### src/rtl/s27_seq_core.sv
// s27 sequential closure: three state flops around the s27 next-state logic,
// with a serial scan chain and a saturating step counter.
module s27_seq_core #(
  parameter int CNT_W = 8
) (
  input  logic             clk,
  input  logic             rst,
  input  logic             pi0,
  input  logic             pi1,
  input  logic             pi2,
  input  logic             pi3,
  input  logic             en,
  input  logic             scan_en,
  input  logic             scan_in,
  output logic             po0,
  output logic [2:0]       state,
  output logic             scan_out,
  output logic [CNT_W-1:0] step_cnt
);
  typedef struct packed {
    logic s6;
    logic s5;
    logic s4;
  } s27_st_t;

  s27_st_t          st_q, st_d, nxt;
  logic [CNT_W-1:0] cnt_q, cnt_d;
  logic             a, b, c, d;
  logic             x19, x22;

  assign a = pi0;
  assign b = pi1;
  assign c = pi2;
  assign d = pi3;

  always_ff @(posedge clk or posedge rst) begin
    if (rst) begin
      st_q  <= '0;
      cnt_q <= '0;
    end else begin
      st_q  <= st_d;
      cnt_q <= cnt_d;
    end
  end

  always_comb begin
    nxt    = '0;
    nxt.s4 = a & ~(~st_q.s6 & d & ~st_q.s4 & ~b);
    nxt.s5 = ~st_q.s4 & ((d & ((~a & st_q.s5 & (st_q.s6 | b)) | (~b & ~st_q.s6)))
                         | (~a & ~d & st_q.s5));
    nxt.s6 = ~c & (st_q.s6 | b);

    st_d  = st_q;
    cnt_d = cnt_q;
    // Scan shifts toward s6 so scan_out drains s6, s5, s4 in order.
    if (scan_en) begin
      st_d = '{s6: st_q.s5, s5: st_q.s4, s4: scan_in};
    end else if (en) begin
      st_d  = nxt;
      cnt_d = (cnt_q == '1) ? cnt_q : cnt_q + CNT_W'(1);
    end
  end

  always_comb begin
    x19      = ~st_q.s4 & ((a & st_q.s5 & (st_q.s6 | b)) | (b & ~st_q.s5 & ~st_q.s6));
    x22      = st_q.s4 & (st_q.s5 | ~st_q.s6);
    po0      = (d & (x19 | x22))
             | (~d & ((~st_q.s5 & ~st_q.s6) | (st_q.s5 & (st_q.s4 | a))))
             | (~st_q.s5 & st_q.s6);
    state    = st_q;
    scan_out = st_q.s6;
    step_cnt = cnt_q;
  end
endmodule

### config.mk
export PLATFORM = sky130hd
export DESIGN_NAME = s27_seq_core
export DESIGN_NICKNAME = d
export VERILOG_FILES = /design/src/rtl/s27_seq_core.sv
export SDC_FILE = /design/constraint.sdc
export NUM_CORES = 1
export LEC_CHECK = 0
export CAP_MARGIN = 0
export CORE_AREA = 2 2 39 41
export CTS_BUF_LIST = sky130_fd_sc_hd__clkbuf_8
export DETAILED_ROUTE_END_ITERATION = 7
export DIE_AREA = 0 0 41 43
export PLACE_DENSITY = 0.9
export SLEW_MARGIN = 10
export SYNTH_ARGS = -nofsm -noshare
export SYNTH_HDL_FRONTEND = slang
export SYNTH_SLANG_ARGS = --single-unit
### constraint.sdc
create_clock -name clk -period 2.9 [get_ports clk]
set_input_delay 0.725 -clock clk [delete_from_list [all_inputs] [get_ports clk]]
set_output_delay 0.725 -clock clk [all_outputs]
set_load 0.02 [all_outputs]
==> impl.org, run 1 <==
** Finish
- In the final layout, the multi-input gates occupy 305 um^2.
- At the end of the flow, the number of nets in the layout was 91.
- Post-route design area :: 871 um^2
- The number of antenna diodes in the final layout is 0.
- Number of filler instances in the final layout :: 126
- Relative area change from synthesis to final layout :: 45.0%
- Excluding fillers, the count of instances in the completed layout stands at 96.
- The library cell used most frequently in the layout, excluding fill and tap cells, is sky130_fd_sc_hd__clkdlybuf4s50_1.
- Leading cell types in the layout, fill and taps excluded :: 21 x sky130_fd_sc_hd__clkdlybuf4s50_1, 11 x sky130_fd_sc_hd__dfrtp_1, 6 x sky130_fd_sc_hd__a21oi_1
- Footprint of the flip-flops and latches :: 275 um^2
- Of the cells placed in the final design, the portion with a size suffix greater than 1 is 11.3%.

** Floorplanning
- Area of the core region :: 0.00138 mm^2
- The floorplan step set the die height to 43 um.
- The initial utilization of the core area, before any placement, comes to 43.4%.
- Number of placement rows :: 14
- I/O Pins :: 22
- DIE AREA :: 0.00176 mm^2
- Die X :: 41 um

** CTS
- Post-CTS timing repair inserted 0 buffers for setup.
- CTS Buf Count :: 3
- CTS tree :: yes
- Buffers inserted to repair hold after CTS numbered 0.
- Clock tree synthesis found a total of 11 sinks.
- The clock passes through at most 2 buffers.
- CTS built an H-tree with a depth of 1.
- CTS placed an instance of sky130_fd_sc_hd__clkbuf_8 at the clock tree root.
- Insertion delay to the later sink of the worst-skew pair :: 0.24 ns
- After clock tree synthesis, the repair step resized 0 gates.
- Register clock-pin slew on the reported worst setup and hold paths :: 0.05 ns

** Detailed routing
- The count of nets left with antenna violations once routing finished came out at 0.
- In the final routed layout, each cell accounts on average for 13.9 um.
- Routed wire length :: 1.33 mm
- For this block, the initial DRC count from the detailed router was 6.
- Drc violations :: 0
- The first detailed-routing pass took 4 iterations.
- Via count :: 510
- In the routed layout, each cell is associated on average with a via count of 5.31.

** Power
- Power density normalized to cell area :: 787 mW/mm^2
- Across the VDD grid, the largest voltage drop is 0.000546 V.
- The analysis attributes to cell leakage a power of 0.362 nW.

** Place
- Placed insts :: 92
- Last weighted congestion value of the routability-driven placer :: 0.739
- DP Area :: 826 um^2
- Hpwl dp :: 990 um
- # port buffers :: 21

** STA
- Clock period minus worst slack :: 2.79 ns
- Post-route clock period utilization :: 96.1%
- Clock skew on the completed layout was measured at 0.000250 ns.
- Final Hold Viols :: 0
- Setup total negative slack :: 0 ns
- Hold timing on the final database bottoms out at a slack of 0.504 ns.
- Setup violations remaining at the end of the flow were counted as 0.
- Slew @ Worst Pin :: 0.421 ns
- Setup repair after global routing left no endpoint under its margin.
- Slew HR :: 71.9%
- The final number of max-transition violations is 0.
- Maximum clock frequency :: 359 MHz

** Logic synthesis
- Area fraction of the dominant cell type after synthesis :: 45.8%
- Averaged over all synthesized cells, the footprint is 10.7 um^2.
- Number of synthesized register bits :: 11
- Count of yosys warnings during synthesis :: 0
- Cells after Synth :: 56
- Sequential-to-total area share from yosys stat :: 45.8%
- Ys async rst share :: 100%
- Top_reg_cell synth :: sky130_fd_sc_hd__dfrtp_1
- In this run, synthesis inferred 0 flip-flops with an integrated enable.
- The biggest area contributor in the post-synthesis netlist is sky130_fd_sc_hd__dfrtp_1.
- The netlist uses 28 different library cells.
- Net count of the mapped netlist :: 66
- Post-Synthesis Cell Area :: 601 um^2
- Top area cells in the synthesized netlist :: sky130_fd_sc_hd__dfrtp_1 46%, sky130_fd_sc_hd__xnor2_1 5.8%, sky130_fd_sc_hd__a21oi_1 5.0%

** Setup path
- Endpoint required time on the critical path :: 2.17 ns
- Buffers and inverters on the worst path :: 2
- For this design, the slowest cell found on the critical path is sky130_fd_sc_hd__clkdlybuf4s50_1.
- Along the worst path, the maximum fanout reaches 2.
- Type of the setup path with the least slack :: input pin to output port
- Critical Path Source Type :: input pin
- Arrival time at the worst endpoint :: 2.06 ns
- Broken down by cell family, the worst path's largest delay share belongs to buffers and inverters.
- For this run, the slowest stage of the critical path takes 0.54 ns.
- Walking the worst path, the cells encountered are clkdlybuf4s50_1 > nor3b_1 > o21bai_1 > clkdlybuf4s50_1.
- The cell that appears most often on the critical path is sky130_fd_sc_hd__clkdlybuf4s50_1.
- The worst setup path is captured at an output port.

** GRT
- Gr usage total :: 20.6%
- The first global-routing pass estimated 2.28 mm of wire.
- The via count of the first global-routing pass was 495.
- Global route overflow :: 0
- The number of antenna violations at the first check in global routing came to 0.
- Maximum number of pins on one net before global-route repair :: 12

** Min path
- Worst hold-check path type :: register to register

** Status
- The flow ran to the end, and the final reports show no timing, DRC or antenna violations.

** Job
- Across the run, the number of max-cap violations was 0.
==> sequential cells by signal, summed over array words and instances, names as in the netlist <==
| signal | count |
|---|---|
| step_cnt | 8 |
| state | 2 |
| scan_out | 1 |
==> cell type report <==
class                           count  share of cell area, %
Timing Repair Buffer               22                   25.0
Sequential cell                    11                   31.6
Tap cell                           16                   2.30
Clock buffer                        3                   4.74
Clock inverter                      1                  0.431
Multi-Input combinational cell     41                   35.1
Inverter                            2                  0.862
==> metal layers <==
metal	wire length (um)	vias up	global-route usage, %
met5	0	-	0
met4	53	0	14.0
met3	76	5	4.71
met2	648	20	30.3
met1	554	236	25.3
li1	-	249	-
==> report_power, final <==
part / leakage [nW] / switching [mW] / internal, mW / total, mW
combinational: 0.197 / 0.136 / 0.142 / 0.278
sequential: 0.138 / 0.0564 / 0.201 / 0.257
clock: 0.0269 / 0.0568 / 0.0928 / 0.150
==> metrics by stage <==
step | power, mW | setup WS [ns] | utilization [%]
detailed placement | 0.538 | 0.107 | 59.7
finish | 0.685 | 0.115 | 62.9
floorplan | 0.403 | 0.940 | -
CTS | 0.693 | 0.0951 | 62.9
global placement | 0.530 | 0.133 | 59.7
global route | 0.737 | 0.0320 | 62.9
==> kinds of logic after synthesis <==
family	synth area share, %
flops	45.8
buf+inv	3.33
mux	3.75
compound gates	18.1
fa+ha+maj	2.08
xor+xnor	5.83
simple gates	21.0
==> synthesized netlist by cell type, types with 2 or more instances <==
master,count
sky130_fd_sc_hd__inv_1,2
sky130_fd_sc_hd__nor2b_1,2
sky130_fd_sc_hd__nor3b_1,2
sky130_fd_sc_hd__o21bai_1,2
sky130_fd_sc_hd__a21oi_1,6
sky130_fd_sc_hd__mux2_1,2
sky130_fd_sc_hd__and3_1,2
sky130_fd_sc_hd__xnor2_1,4
sky130_fd_sc_hd__nor2_1,2
sky130_fd_sc_hd__dfrtp_1,11
sky130_fd_sc_hd__nand2_1,4
==> path summary, 6_finish.rpt <==
| check | slack [ns] | start | endpoint | cells after the start |
|---|---|---|---|---|
| min reg2reg | 0.50 | step_cnt[5] | step_cnt[5] | 1 |
| max reg2reg | 1.44 | step_cnt[0] | step_cnt[4] | 5 |
| max | 0.11 | pi3 | po0 | 4 |
| min in group asynchronous | 0.79 | rst | scan_out | 2 |
| min | 0.50 | step_cnt[5] | step_cnt[5] | 1 |
| max in group asynchronous | 1.82 | rst | step_cnt[2] | 2 |
Note: power is estimated with default switching activity, not from simulation.
==> run 2: changes to the inputs <==
--- a/config.mk
+++ b/config.mk
@@ -6,10 +6,9 @@
 export NUM_CORES = 1
 export LEC_CHECK = 0
 export CAP_MARGIN = 0
-export CORE_AREA = 2 2 39 41
+export CORE_UTILIZATION = 45
 export CTS_BUF_LIST = sky130_fd_sc_hd__clkbuf_8
 export DETAILED_ROUTE_END_ITERATION = 7
-export DIE_AREA = 0 0 41 43
 export PLACE_DENSITY = 0.9
 export SLEW_MARGIN = 10
 export SYNTH_ARGS = -nofsm -noshare
==> run 2 against run 1 <==
Power grew 2.6%. Die area shrank 16%. Via count is 8.0% higher. Cell area rose by 0.43%. Highest routed layer unchanged. Register-to-register slack worse by 0.05 ns. Global-route usage rose by 6.6 points. Utilization grew 12 points. Hold slack improved by 0.026 ns. Worst setup slack improved by 0.014 ns.
==> impl.org, run 2 (synthesized netlist as in run 1, its figures left out) <==
** Status
- The flow ran to the end, and the final reports show no timing, DRC or antenna violations.

** GRT
- Gr usage total :: 27.1% (+6.6 points)
- The via count of the first global-routing pass was 582 (+18%).
- The maximum number of pins on one net before global-route repair was 12 (unchanged).
- The number of antenna violations at the first check in global routing came to 0 (unchanged).
- The sum of overflow across all layers after global routing was 0 (unchanged).
- First-pass GRT wire length :: 2.61 mm (+15%)

** Detailed routing
- The overall via count from detail_route came to 551 (+8.0%).
- The residual antenna-violating net count after detailed routing came to 0 (unchanged).
- The first-pass detailed-route iteration total was 4 (unchanged).
- Routed wire length :: 1.54 mm (+16%)
- Vias per std cell :: 5.86 (+10%)
- Routed wire length per instance :: 16.4 um (+18%)
- The DRC violation count after routing was 0 (unchanged).
- Starting DRT DRC Count :: 11 (+5)

** Setup path
- Critical path, cell by cell :: clkdlybuf4s50_1 > nor3b_2 > o21bai_1 > clkdlybuf4s50_1
- Flop2flop setup slack :: 1.39 ns (-0.05 ns)
- The delay of the slowest critical-path stage was 0.62 ns (+0.08 ns).
- Critical path depth :: 4 (unchanged)
- Highest net fanout along the worst path :: 2 (unchanged)
- The depth of the worst register-to-register path is 5 (unchanged).
- Type of the setup path with the least slack :: input pin to output port
- Launch point of the worst path :: pi3
- Crit-path slowest cell :: sky130_fd_sc_hd__clkdlybuf4s50_1
- Endpoint required time on the critical path :: 2.17 ns (about the same)
- Timing endpoint of the critical path :: po0
- CP dominant cell by count :: sky130_fd_sc_hd__clkdlybuf4s50_1
- The worst register-to-register path ends at step_cnt[4].
- Among cell families on the critical path, the largest total delay comes from buffers and inverters.
- The buffering stage count on the worst path with inverters included was 2 (unchanged).
- Arrival time at the worst endpoint :: 2.05 ns (about the same)
- Worst Setup End Kind :: output port
- Critical Path Source Type :: input pin
- Crit Reg-Reg Startpoint :: step_cnt[0]

** CTS
- Number of levels the H-tree was split into :: 1 (unchanged)
- CTS tree :: yes
- The total clock sinks came to 11 (unchanged).
- The clock latency on the worst-skew pair is 0.24 ns (about the same).
- The clock-pin slew on the worst setup and hold paths is 0.05 ns (about the same).
- CTS Buf Count :: 3 (unchanged)
- The maximum buffer depth of the clock tree came to 2 (unchanged).
- Library cell used as clock root buffer :: sky130_fd_sc_hd__clkbuf_8

** STA
- Setup-failing EPs final :: 0 (unchanged)
- Unrepaired setup endpoints after global routing :: false
- The transition at the pin with the smallest max-transition slack came to 0.420 ns (-0.00109 ns).
- Post-route worst setup slack :: 0.129 ns (+0.0142 ns)
- The aggregate negative setup slack came to 0 ns (unchanged).
- Maximum clock frequency :: 361 MHz (+0.51%)
- The ratio of final minimum period to clock period was 95.6% (-0.49 points).
- The final number of max-transition violations is 0 (unchanged).
- The final count of hold timing violations was 0 (unchanged).
- The clock period minus worst slack was 2.77 ns (-0.0142 ns).
- Clock Skews :: 0.00195 ns (+0.00170 ns)
- Hold_ws :: 0.529 ns (+0.0256 ns)
- The headroom to the max-slew limit is 72.0% (+0.073 points).

** Finish
- The sequential standard cell area is 275 um^2 (unchanged).
- Largest register FFs :: 8 (unchanged)
- Number of diodes :: 0 (unchanged)
- The library cell used most frequently in the layout, excluding fill and tap cells, is sky130_fd_sc_hd__clkdlybuf4s50_1.
- Relative area change from synthesis to final layout :: 45.6%
- Number of filler instances in the final layout :: 82 (-35%)
- In the layout the commonest cells are 21 x sky130_fd_sc_hd__clkdlybuf4s50_1, 11 x sky130_fd_sc_hd__dfrtp_1, 6 x sky130_fd_sc_hd__a21oi_1.
- The number of nets in the layout came to 91 (unchanged).
- Ratio of cells with drive above 1 in the final layout :: 13.8% (+2.5 points)
- The area taken by multi-input logic gates came to 310 um^2 (+1.6%).

** Power
- The power density over the cells is 803 mW/mm^2 (+2.1%).
- The maximum ir drop on the vdd rail came to 0.000533 V (-2.3%).
- The post-route total power was 0.703 mW (+2.6%).
- Static power due to leakage :: 0.363 nW (+0.19%)

** Place
- Last weighted congestion value of the routability-driven placer :: 0.782 (+5.7%)
- # port buffers :: 21 (unchanged)
- The half-perimeter wire length of the detailed placement result came to 981 um (-0.87%).
- Post-Place Worst Slack :: 0.0633 ns (-0.0442 ns)

** Floorplanning
- The width of the die came to 38.5 um (-6.0%).
- The initial core utilization was 51.3% (+7.9 points).
- Area of the core region :: 0.00117 mm^2 (-15%)
- The row count came to 12 (-2).
- The die height is 38.5 um (-10%).
- DIE AREA :: 0.00148 mm^2 (-16%)
- I/O Pins :: 22 (unchanged)

** Min path
- In this run the worst hold path is classified as register to register.
- The cell depth of the worst min-delay path was 1 (unchanged).

** Job
- MaxCap Viol Count :: 0 (unchanged)
run 2: area by class of cell:
type	instances	area share (%)
Clock buffer	3	4.72
Tap cell	14	2.00
Multi-Input combinational cell	41	35.5
Sequential cell	11	31.5
Clock inverter	1	0.572
Inverter	2	0.858
Timing Repair Buffer	22	24.9
run 2: worst register-to-register path, delay by kind of cell, from the launching register on:
kind | cells | cell delay (ns)
simple gates | 3 | 0.63
flops | 1 | 0.43
fa+ha+maj | 1 | 0.19
xor+xnor | 1 | 0.14
run 2: worst min-delay path by stage:
stage	slack, ns	endpoint	start
final	0.53	step_cnt[5]	step_cnt[5]
after CTS	0.52	step_cnt[5]	step_cnt[5]
after global routing	0.54	step_cnt[5]	step_cnt[5]
after detailed placement	0.50	step_cnt[5]	step_cnt[5]
after global placement	0.49	step_cnt[5]	step_cnt[5]
after floorplan	0.58	scan_out	rst
run 2: report_power, final:
part / total (mW) / internal (mW) / switching (mW) / leakage (nW)
logic: 0.283 / 0.142 / 0.141 / 0.199
clock network: 0.156 / 0.0947 / 0.0611 / 0.0255
registers: 0.264 / 0.201 / 0.0631 / 0.138
run 2: repair_timing:
item                                    4_1_cts  5_1_grt
setup buffers                                 0        0
gates resized for setup                       1        0
endpoints found under the setup margin        1        0
hold endpoints to repair                      0        0
hold buffers                                  0        0
run 2: layer usage:
metal	share of wire, %	track usage [%]	vias up
li1	-	-	250
met1	39	31.8	257
met2	51	46.7	34
met3	6.5	5.23	10
met4	3.3	12.9	0
met5	0	0	-
run 2: metrics by stage:
stage          cell area (um^2)  cells  util, %
2_1_floorplan               601     56        -
3_3_place_gp                823     90     70.3
3_5_place_dp                823     90     70.3
4_1_cts                     875     94     74.7
5_1_grt                     875     94     74.7
6_report                    875     94     74.7
==> run 3: changes to the inputs <==
--- a/config.mk
+++ b/config.mk
@@ -9,7 +9,7 @@
 export CORE_UTILIZATION = 45
 export CTS_BUF_LIST = sky130_fd_sc_hd__clkbuf_8
 export DETAILED_ROUTE_END_ITERATION = 7
-export PLACE_DENSITY = 0.9
+export PLACE_DENSITY = 0.81
 export SLEW_MARGIN = 10
 export SYNTH_ARGS = -nofsm -noshare
 export SYNTH_HDL_FRONTEND = slang
==> run 3 against run 2 <==
Global-route usage fell by 2.7 points. Worst setup slack worse by 0.038 ns. Critical path depth stayed put. Largest cell class unchanged. Sequential cell count did not move.
==> impl.org, run 3 (synthesized netlist as in run 1, its figures left out) <==
** Finish
- The flip-flop count of the largest register, all copies and words added was 8 (unchanged).
- The library cell used most frequently in the layout, excluding fill and tap cells, is sky130_fd_sc_hd__clkdlybuf4s50_1.
- From synthesis to final layout, the design area changed by 45.4%.
- Leading cell types in the layout, fill and taps excluded :: 21 x sky130_fd_sc_hd__clkdlybuf4s50_1, 11 x sky130_fd_sc_hd__dfrtp_1, 6 x sky130_fd_sc_hd__a21oi_1
- The share of layout cells above drive strength 1 was 12.5% (-1.3 points).
- The post-route cell area is 873 um^2 (-0.14%).
- Number of diodes :: 0 (unchanged)
- Net count, final :: 91 (unchanged)

** GRT
- The via count of the first global-routing pass was 493 (-15%).
- Global route overflow :: 0 (unchanged)
- The combined global-route utilization of all metal layers was 24.4% (-2.7 points).
- First-pass GRT wire length :: 2.37 mm (-9.3%)
- Maximum number of pins on one net before global-route repair :: 12 (unchanged)
- Antenna violations before repair :: 0 (unchanged)

** Place
- The count of buffers from port buffering came to 21 (unchanged).
- The final RePlAce weighted congestion was 0.743 (-4.9%).
- Hpwl dp :: 1.02 mm (+3.9%)
- DP Area :: 823 um^2 (unchanged)

** STA
- Unrepaired setup endpoints after global routing :: false
- The final count of hold timing violations came to 0 (unchanged).
- The final-report setup violation count came to 0 (unchanged).
- The final number of max-transition violations was 0 (unchanged).
- The transition at the pin with the smallest max-transition slack came to 0.419 ns (-0.000750 ns).
- The clock period minus worst slack is 2.81 ns (+0.0375 ns).
- Setup total negative slack :: 0 ns (unchanged)
- The ratio of final minimum period to clock period came to 96.9% (+1.3 points).
- The maximum achievable frequency came to 356 MHz (-1.3%).
- The headroom to the max-slew limit was 72.0% (about the same).
- The setup clock skew after layout was 0.00104 ns (-0.000906 ns).

** Setup path
- The required arrival time at the worst endpoint was 2.17 ns (about the same).
- Flop2flop setup slack :: 1.41 ns (+0.02 ns)
- Type of the setup path with the least slack :: input pin to output port
- The delay of the slowest critical-path stage was 0.63 ns (about the same).
- STA classifies the critical path endpoint as an output port.
- STA classifies the critical path startpoint as an input pin.
- On the critical path the largest part of the delay comes from buffers and inverters.
- The critical path goes through clkdlybuf4s50_1 > nor3b_2 > o21bai_1 > clkdlybuf4s50_1.
- The critical path arrival is 2.08 ns (+0.03 ns).
- Buffers and inverters on the worst path :: 2 (unchanged)
- CP dominant cell by count :: sky130_fd_sc_hd__clkdlybuf4s50_1
- Highest net fanout along the worst path :: 2 (unchanged)
- Crit-path slowest cell :: sky130_fd_sc_hd__clkdlybuf4s50_1

** CTS
- Clock Sinks :: 11 (unchanged)
- The clock latency on the worst-skew pair came to 0.24 ns (about the same).
- The maximum buffer depth of the clock tree is 2 (unchanged).
- CTS Buf Count :: 3 (unchanged)
- TritonCTS built the clock tree.
- Library cell used as clock root buffer :: sky130_fd_sc_hd__clkbuf_8
- The clock-pin slew on the worst setup and hold paths came to 0.05 ns (about the same).
- Number of levels the H-tree was split into :: 1 (unchanged)
- The number of hold buffers added after CTS was 0 (unchanged).

** Floorplanning
- Die boundary height :: 38.5 um (unchanged)
- Starting density of the core :: 51.3% (unchanged)
- Number of placement rows :: 12 (unchanged)
- DIE AREA :: 0.00148 mm^2 (unchanged)
- The area of the core came to 0.00117 mm^2 (unchanged).
- I/O Pins :: 22 (unchanged)
- The width of the die came to 38.5 um (unchanged).

** Detailed routing
- The residual antenna-violating net count after detailed routing was 0 (unchanged).
- TritonRoute pass-1 iters :: 4 (unchanged)
- The DRC violation count after routing is 0 (unchanged).
- The wire length per cell is 14.9 um (-8.8%).
- Starting DRT DRC Count :: 14 (+3)
- The number of vias per cell was 5.40 (-7.8%).
- The aggregate routed wire length came to 1.41 mm (-8.8%).
- Via count :: 508 (-7.8%)

** Status
- The run finished with clean final reports.

** Job
- The number of max-cap violations is 0 (unchanged).

** Power
- Static power due to leakage :: 0.365 nW (+0.39%)
- Power density normalized to cell area :: 797 mW/mm^2 (-0.85%)
- The maximum ir drop on the vdd rail was 0.000667 V (+25%).

** Min path
- The tightest min-delay check is of the register to register type.
[run 3: changes by cell type in the layout (fill, tap and decap cells not counted), sizes merged]
cell | before | now
clkinv | 1 | 0
inv | 2 | 3
[run 3: repair_timing]
action	in CTS	in global routing
endpoints found under the setup margin	0	1
setup buffers	0	0
resized for setup	0	1
[run 3: metrics by stage]
stage / hold WS, ns / worst slack [ns] / std cells / power [mW] / util (%)
final: 0.529 / 0.0912 / 94 / 0.696 / 74.6
after global routing: 0.547 / 0.0543 / 94 / 0.734 / 74.6
after floorplan: 0.577 / 0.940 / 56 / 0.403 / -
after detailed placement: 0.522 / 0.0674 / 90 / 0.541 / 70.3
after global placement: 0.484 / 0.100 / 90 / 0.531 / 70.3
after CTS: 0.533 / 0.0674 / 94 / 0.697 / 74.1
[run 3: worst reg2reg max path, stage by stage, from the launching register on]
cell	delay, ns
sky130_fd_sc_hd__dfrtp_1	0.42
sky130_fd_sc_hd__ha_1	0.21
sky130_fd_sc_hd__nand2_1	0.17
sky130_fd_sc_hd__nor3_2	0.29
sky130_fd_sc_hd__nand3_1	0.14
sky130_fd_sc_hd__xnor2_1	0.15
[run 3: area by class of cell]
type                       instances  area [um^2]
clock buffer                       3         41.3
clock inverter                     1         3.75
fill                              85          298
inverter                           2         7.51
multi-input combinational         41          310
sequential                        11          275
tap                               14         17.5
timing repair buffer              22          218
[run 3: path summary, 6_finish.rpt]
check | startpoint | to | cells past startpoint
worst max-delay path | pi1 | po0 | 4
worst min-delay path | step_cnt[5] | step_cnt[5] | 1
worst max register to register | step_cnt[0] | step_cnt[4] | 5
worst min register to register | step_cnt[5] | step_cnt[5] | 1
max in group asynchronous | rst | state[0] | 2
min in group asynchronous | rst | scan_out | 2
[run 3: report_power, final]
part	internal [mW]	switching [mW]	leakage, nW
combinational	0.143	0.138	0.199
clock	0.0932	0.0605	0.0269
sequential	0.201	0.0597	0.138
total	0.437	0.258	0.365
[run 3: routing by layer]
layer | vias to the layer above | global-route usage [%] | routed length [um]
li1 | 248 | - | -
met1 | 246 | 31.2 | 635
met2 | 12 | 40.8 | 724
met3 | 2 | 5.23 | 36
met4 | 0 | 7.76 | 9
met5 | - | 0 | 0
